`config.mk`:
```
export PLATFORM = sky130hd
export DESIGN_NAME = masked_hpc3_mult_pipe
export DESIGN_NICKNAME = d
export VERILOG_FILES = /design/src/rtl/masked_pkg.sv /design/src/rtl/hpc3_cross_term.sv /design/src/rtl/masked_hpc3_mult_pipe.sv
export SDC_FILE = /design/constraint.sdc
export NUM_CORES = 1
export LEC_CHECK = 0
export BUFFER_PORTS_ARGS = -buffer_cell sky130_fd_sc_hd__buf_2
export CELL_PAD_IN_SITES_DETAIL_PLACEMENT = 0
export CELL_PAD_IN_SITES_GLOBAL_PLACEMENT = 1
export CORE_ASPECT_RATIO = 0.8
export CORE_UTILIZATION = 45
export CTS_CLUSTER_SIZE = 30
export DETAILED_ROUTE_END_ITERATION = 10
export PLACE_DENSITY_LB_ADDON = 0.05
export SETUP_SLACK_MARGIN = 0.1
export SYNTH_ARGS = -nofsm -noshare
export SYNTH_HDL_FRONTEND = slang
export SYNTH_SLANG_ARGS = --single-unit
```
`constraint.sdc`:
```
create_clock -name clk -period 1.8 [get_ports clk]
set_input_delay 0.18 -clock clk [delete_from_list [all_inputs] [get_ports clk]]
set_output_delay 0.18 -clock clk [all_outputs]
set_load 0.05 [all_outputs]
```
`src/rtl/masked_pkg.sv`:
```
// ----------------------------------------------------------------------------
// masked_pkg: shared helpers for the HPC3 masked multiplier (pair indexing).
// Rev 1.0
// ----------------------------------------------------------------------------
`default_nettype none

package masked_pkg;

  localparam int unsigned DEF_WIDTH = 8;

  typedef logic [DEF_WIDTH-1:0] share_t;

  function automatic int unsigned npair(input int unsigned shares);
    return shares * (shares - 1) / 2;
  endfunction

  // Unordered pair index; r_ji and p_ji alias r_ij and p_ij.
  function automatic int unsigned pair_idx(input int unsigned i,
                                           input int unsigned j,
                                           input int unsigned shares);
    int unsigned lo;
    int unsigned hi;
    lo = (i < j) ? i : j;
    hi = (i < j) ? j : i;
    return lo * shares - lo * (lo + 1) / 2 + (hi - lo - 1);
  endfunction

endpackage

`default_nettype wire

```
`src/rtl/hpc3_cross_term.sv`:
```
// ----------------------------------------------------------------------------
// hpc3_cross_term: registered HPC3 cross-domain term (areg & v) ^ w.
// Rev 1.0
// ----------------------------------------------------------------------------
`default_nettype none

module hpc3_cross_term #(
  parameter int unsigned WIDTH = 8
) (
  input  logic             clk,
  input  logic             rst,
  input  logic             load,
  input  logic [WIDTH-1:0] a_i,
  input  logic [WIDTH-1:0] b_j,
  input  logic [WIDTH-1:0] r,
  input  logic [WIDTH-1:0] p,
  output logic [WIDTH-1:0] term
);

  logic [WIDTH-1:0] v_q, v_d;
  logic [WIDTH-1:0] areg_q, areg_d;
  logic [WIDTH-1:0] w_q, w_d;

  assign v_d    = b_j ^ r;
  assign areg_d = a_i;
  assign w_d    = (~a_i & r) ^ p;

  always_ff @(posedge clk) begin
    if (rst) begin
      v_q    <= '0;
      areg_q <= '0;
      w_q    <= '0;
    end else if (load) begin
      v_q    <= v_d;
      areg_q <= areg_d;
      w_q    <= w_d;
    end
  end

  assign term = (areg_q & v_q) ^ w_q;

endmodule

`default_nettype wire

```
`src/rtl/masked_hpc3_mult_pipe.sv`:
```
// ----------------------------------------------------------------------------
// masked_hpc3_mult_pipe: HPC3 masked AND over SHARES shares, 2-stage valid/ready.
// Rev 1.0
// ----------------------------------------------------------------------------
`default_nettype none

module masked_hpc3_mult_pipe
  import masked_pkg::*;
#(
  parameter  int unsigned SHARES = 4,
  parameter  int unsigned WIDTH  = 8,
  localparam int unsigned NPAIR  = npair(SHARES)
) (
  input  logic                    clk,
  input  logic                    rst,
  input  logic                    in_valid,
  output logic                    in_ready,
  input  logic [SHARES*WIDTH-1:0] a,
  input  logic [SHARES*WIDTH-1:0] b,
  input  logic [NPAIR*WIDTH-1:0]  r,
  input  logic [NPAIR*WIDTH-1:0]  p,
  output logic                    out_valid,
  input  logic                    out_ready,
  output logic [SHARES*WIDTH-1:0] c
);

  logic                    s1_valid_q, s1_valid_d;
  logic                    out_valid_q, out_valid_d;
  logic [SHARES*WIDTH-1:0] u_q, u_d;
  logic [SHARES*WIDTH-1:0] c_q, c_d;
  logic                    accept;
  logic                    s2_load;
  logic                    s1_adv;
  logic [WIDTH-1:0]        term [SHARES][SHARES];
  logic [WIDTH-1:0]        acc;

  assign s2_load  = ~out_valid_q | out_ready;
  assign s1_adv   = s1_valid_q & s2_load;
  assign in_ready = ~s1_valid_q | s2_load;
  assign accept   = in_valid & in_ready;

  assign s1_valid_d  = accept | (s1_valid_q & ~s1_adv);
  assign out_valid_d = s1_adv | (out_valid_q & ~out_ready);

  assign u_d = a & b;

  // Diagonal slots are tied to zero so the XOR tree can walk every j in order.
  for (genvar gi = 0; gi < SHARES; gi++) begin : g_share
    for (genvar gj = 0; gj < SHARES; gj++) begin : g_peer
      if (gi == gj) begin : g_diag
        assign term[gi][gj] = '0;
      end else begin : g_cross
        localparam int unsigned K = pair_idx(gi, gj, SHARES);
        hpc3_cross_term #(
          .WIDTH (WIDTH)
        ) u_term (
          .clk  (clk),
          .rst  (rst),
          .load (accept),
          .a_i  (a[gi*WIDTH +: WIDTH]),
          .b_j  (b[gj*WIDTH +: WIDTH]),
          .r    (r[K*WIDTH +: WIDTH]),
          .p    (p[K*WIDTH +: WIDTH]),
          .term (term[gi][gj])
        );
      end
    end
  end

  always_comb begin
    c_d = '0;
    acc = '0;
    for (int unsigned i = 0; i < SHARES; i++) begin
      acc = u_q[i*WIDTH +: WIDTH];
      for (int unsigned j = 0; j < SHARES; j++) begin
        acc = acc ^ term[i][j];
      end
      c_d[i*WIDTH +: WIDTH] = acc;
    end
  end

  always_ff @(posedge clk) begin
    if (rst) begin
      s1_valid_q  <= 1'b0;
      out_valid_q <= 1'b0;
      u_q         <= '0;
      c_q         <= '0;
    end else begin
      s1_valid_q  <= s1_valid_d;
      out_valid_q <= out_valid_d;
      if (accept) u_q <= u_d;
      if (s1_adv) c_q <= c_d;
    end
  end

  assign out_valid = out_valid_q;
  assign c         = c_q;

endmodule

`default_nettype wire

```
# Word level (Yosys, flattened, before mapping)
# Cells that the tools add are included.
# word_totals
output_inout_bits	34
inputBits	164
regBits	290
elab_cells	121
# op_classes
bitwise_logic	89
# op_table
cell	count
XOR 8 bit	48
AND 8 bit	24
AND 32 bit	1
NOT 8 bit	4
AND 1 bit	4
NOT 1 bit	4
bitwise OR 1 bit	4

# Longest topological paths before layout
# logic_depth
ltp_word	6
ltp_mapped	6
mapped_depth_nobuf	4

# Hierarchy
# From an unflattened synthesis, not the netlist that was laid out.
# unflattened
cells_unflattened	1888
area_unflattened_um2	18315.1
# by_module_without_submodules
mod	area_each_um2	instances	cells_per_inst
hpc3_cross_term	1234.9	12	127
masked_hpc3_mult_pipe	3495.9	1	364

# Worst setup path after synthesis
# OpenSTA, ideal clock, no wires.
# synth_timing
path_kind	flip-flop to flip-flop
startpoint	reg out_valid_q (netlist: out_valid)
endpoint	reg g_share[0].g_peer[3].g_cross.u_term.areg_q[0]
period_less_slack_ns	2.012
path_stages_with_launch	6
arrival_ns	1.941
t_required_ns	1.730
path_buffers	1
setup_time_ns	0.070
setup_slack_ns	-0.212
path_cell_list	dfxtp_1 nand3b_1 nand2_1 buf_2 nand2_1 a21oi_1
# synth_between
elab_chain_len	4
# synth_rtl
item	line	source
from (decl)	masked_hpc3_mult_pipe.sv:28	logic out_valid_q, out_valid_d;
from (signal assigned)	masked_hpc3_mult_pipe.sv:90	out_valid_q <= out_valid_d;
NOT 1 bit	masked_hpc3_mult_pipe.sv:37	assign s2_load = ~out_valid_q | out_ready;
bitwise OR 1 bit	masked_hpc3_mult_pipe.sv:37	
bitwise OR 1 bit	masked_hpc3_mult_pipe.sv:39	assign in_ready = ~s1_valid_q | s2_load;
named net in_ready	masked_hpc3_mult_pipe.sv:17	output logic in_ready,
AND 1 bit	masked_hpc3_mult_pipe.sv:40	assign accept = in_valid & in_ready;
to (signal assigned)	hpc3_cross_term.sv:35	areg_q <= areg_d;
to (decl)	hpc3_cross_term.sv:21	logic [WIDTH-1:0] areg_q, areg_d;
# The timed path passes the listed nets, and every way through them passes these cells.
# A chain may end at the register's enable or synchronous reset.

# Worst setup path after layout
# layout_timing
startpoint	reg out_valid_q (netlist: out_valid)
endpoint	reg g_share[3].g_peer[1].g_cross.u_term.w_q[4]
# layout_between
elab_chain_len	4
# layout_rtl
item	line	source
NOT 1 bit	masked_hpc3_mult_pipe.sv:37	
bitwise OR 1 bit	masked_hpc3_mult_pipe.sv:37	
bitwise OR 1 bit	masked_hpc3_mult_pipe.sv:39	
AND 1 bit	masked_hpc3_mult_pipe.sv:40	
to (signal assigned)	hpc3_cross_term.sv:36	w_q <= w_d;
to (decl)	hpc3_cross_term.sv:22	logic [WIDTH-1:0] w_q, w_d;
# Every way passes these cells.

==> impl_metrics.ini <==
[die]
core-area_um2 = 31600
chipWidth_um = 203
die_area_um2 = 33100
initial_utilization = 0.460
row_count = 58
design.portCount = 198
floorplan.die.height_um = 163

[worst_setup_path]
crit_path_top_delay_cell = sky130_fd_sc_hd__dfxtp_4
ff2ff_path_depth = 7
reg2reg_from = out_valid
critical_path_arrival_ns = 2.09
timing_worst_setup_path_type = flop to flop
endpoint_kind = flop
crit_path_frequent_cell = sky130_fd_sc_hd__buf_12
critical_path_required_ns = 2.23
path_max_fanout = 42
worst_path_dominant_cell_family = buffers and inverters
max_stage_delay_ns = 0.34
ff2ff_setup_slack_ns = 0.14
timing.critical_path.from = out_valid
worstSetupPathDepth = 7
crit_path_start_kind = flop
crit_chain = nor2b_2, a21oi_4, buf_12, buf_12, buf_16, nor2_1, a211oi_2
worstPathBufferInverterCount = 3

[cts]
clock_path_buffers = 3
ctsHtreeMaxLevel = 2
tritoncts_num_sinks = 290
clock-root-buffer = sky130_fd_sc_hd__clkbuf_16
cts_tree = built
clkTransAtPathRegs_ns = 0.06
insertion_delay_ns = 0.52
tritoncts.num_buffers = 35

[sta]
worst_slack_ns = 0.139
finalCritPeriodShare = 0.923
timing.hold.ws_ns = 0.0128
timing.final.hold_violations = 0
tightest_slew_ns = 0.447
final.setup.tns_ns = 0
max_slew_margin = 0.702
finClkSkew_ns = 0.0183
rsz0062_at_grt = true
timing.final.setup_violations = 0
max_clock_freq_mhz = 602
final-max-slew-violation-count = 0
period_minus_slack_ns = 1.66

[global_routing]
grt_max_degree = 88
grt_antenna_before_repair = 11
gr-total-overflow = 0
number_of_global_route_vias_before_repair = 10900
grtUsageTotal = 0.267
grt_first_pass_wirelength_um = 66100

[placed_design]
placed_cells = 2096
port_buffers = 197
dpl-instance-area_um2 = 16000
pre_cts_ws_ns = 0.0706
dp_hpwl_um = 32200
gp_congestion = 0.830

[synth]
synth.cell_area_um2 = 14600
synth.distinct_cells = 19
seq_area_frac_synth = 0.399
synth_fp_nets = 1709
ys_warn_count = 0
syn_avg_cell_area_um2 = 9.43
postSynthRegisterBits = 290
synthCells = 1545

[status]
run_status = completed

[pwr]
power_density_nw_per_um2 = 991
vdd_ir_drop_max_mv = 0.589
leakage_nw = 7.06

[drt]
detailed_route_wire_length_um = 44300
drt-pass1-iter-count = 5
ant_nets = 0
total_via_count_in_the_routed_design = 11300
wl_per_cell_um = 20.1
remaining_drcs = 0
routed_via_density = 5.13
initialDrtViolationCount = 716

[run]
maxCapViolations = 0

[final_layout]
nFillCells = 2972
layoutNonFillerInstCount = 2198
layout-area-overhead-vs-synth_pct = 20.7
post_route_cells_drive_above_1_share = 0.216
finalInstanceArea_um2 = 17600
finish.net_count = 1917
register_area_um2 = 5810
multiInputGateArea_um2 = 8290

[hold_path]
min_path_cells = 3
hold_class = input pin to flop
hold_path_startpoint = p[28]
-- synthesized netlist by cell type, drive strengths merged --
cell type,instances,share of area
xnor2,256,0.15
dfxtp,290,0.40
buf,67,0.026
a21oi,66,0.023
nor2b,98,0.042
nand3b,1,0.00052
nor2,226,0.058
inv,1,0.00026
nand3,32,0.011
nand2,161,0.041
xor2,64,0.038
a211oi,224,0.15
xnor3,32,0.049
clkbuf,27,0.0070
-- registers in the layout, indices dropped and copies added (netlist names) --
register,flops
g_share.g_peer.g_cross.u_term.v_q,96
g_share.g_peer.g_cross.u_term.areg_q,32
g_share.g_peer.g_cross.u_term.w_q,96
s1_valid_q,1
out_valid,1
u_q,32
c,32
-- worst min-delay path, cell delays in order --
cell and delay, ns:
sky130_fd_sc_hd__buf_2 0.11, sky130_fd_sc_hd__xnor2_1 0.12, sky130_fd_sc_hd__a211oi_1 0.06
-- area by class of cell --
cell class              count  share of cell area
clock buffers              52              0.0580
clock inverters             6             0.00192
diodes                      4            0.000569
multi-input cells        1160               0.472
inverters                   1            0.000213
flip-flops and latches    290               0.330
well taps                 420              0.0299
repair buffers            265               0.108
-- power by group --
part	total (mW)	switching [mW]	internal, mW	leakage, nW
sequential	7.25	0.334	6.92	2.40
combinational	3.56	1.97	1.60	4.14
clock	6.62	2.72	3.90	0.524
-- stage by stage --
stage | power [mW] | utilization
CTS | 17.6 | 0.552
global route | 18.2 | 0.556
finish | 17.4 | 0.556
global placement | 10.8 | 0.506
floorplan | 9.67 | -
detailed placement | 10.8 | 0.506
-- timing repair --
| action | in CTS | in global routing |
|---|---|---|
| gates cloned | 0 | 2 |
| gates resized for setup | 1 | 10 |
| setup endpoints to repair | 5 | 39 |
| buffers inserted | 1 | 1 |
| endpoints found under the hold margin | 48 | 0 |
| hold buffers | 36 | 0 |
| pin swaps | 1 | 0 |
-- final timing paths --
check / endpoint
min reg2reg: u_q[18]
max: g_share[3].g_peer[1].g_cross.u_term.w_q[4]
min: g_share[1].g_peer[2].g_cross.u_term.w_q[4]
max reg2reg: g_share[3].g_peer[1].g_cross.u_term.w_q[4]
-- cells in the final DEF, fill, tap and decap left out, types with 4 or more instances in the layout --
cell type	instances
sky130_fd_sc_hd__clkbuf_16	37
sky130_fd_sc_hd__clkinv_2	5
sky130_fd_sc_hd__xor2_1	64
sky130_fd_sc_hd__dfxtp_1	289
sky130_fd_sc_hd__nand2_1	160
sky130_fd_sc_hd__diode_2	4
sky130_fd_sc_hd__nand3_1	32
sky130_fd_sc_hd__buf_6	4
sky130_fd_sc_hd__xnor3_1	32
sky130_fd_sc_hd__buf_2	196
sky130_fd_sc_hd__dlygate4sd3_1	36
sky130_fd_sc_hd__clkbuf_1	9
sky130_fd_sc_hd__buf_4	9
sky130_fd_sc_hd__a211oi_1	124
sky130_fd_sc_hd__nor2_1	226
sky130_fd_sc_hd__clkbuf_8	8
sky130_fd_sc_hd__xnor2_1	256
sky130_fd_sc_hd__a211oi_2	100
sky130_fd_sc_hd__buf_16	5
sky130_fd_sc_hd__buf_12	11
sky130_fd_sc_hd__a21oi_1	65
sky130_fd_sc_hd__nor2b_1	96
-- cell families after synthesis --
kind of cell | Yosys count | synth area share
buf+inv | 95 | 0.0329
flops | 290 | 0.399
compound gates | 290 | 0.173
xor+xnor | 352 | 0.242
simple gates | 518 | 0.153
-- layer usage --
metal  track usage  up-vias  wire [um]
li1              -     5617          -
met1         0.390     5312      21900
met2         0.399      267      18700
met3        0.0492       77       2450
met4        0.0772        6       1180
met5             0        -         44
No activity file was read; power rests on OpenSTA's default activity.
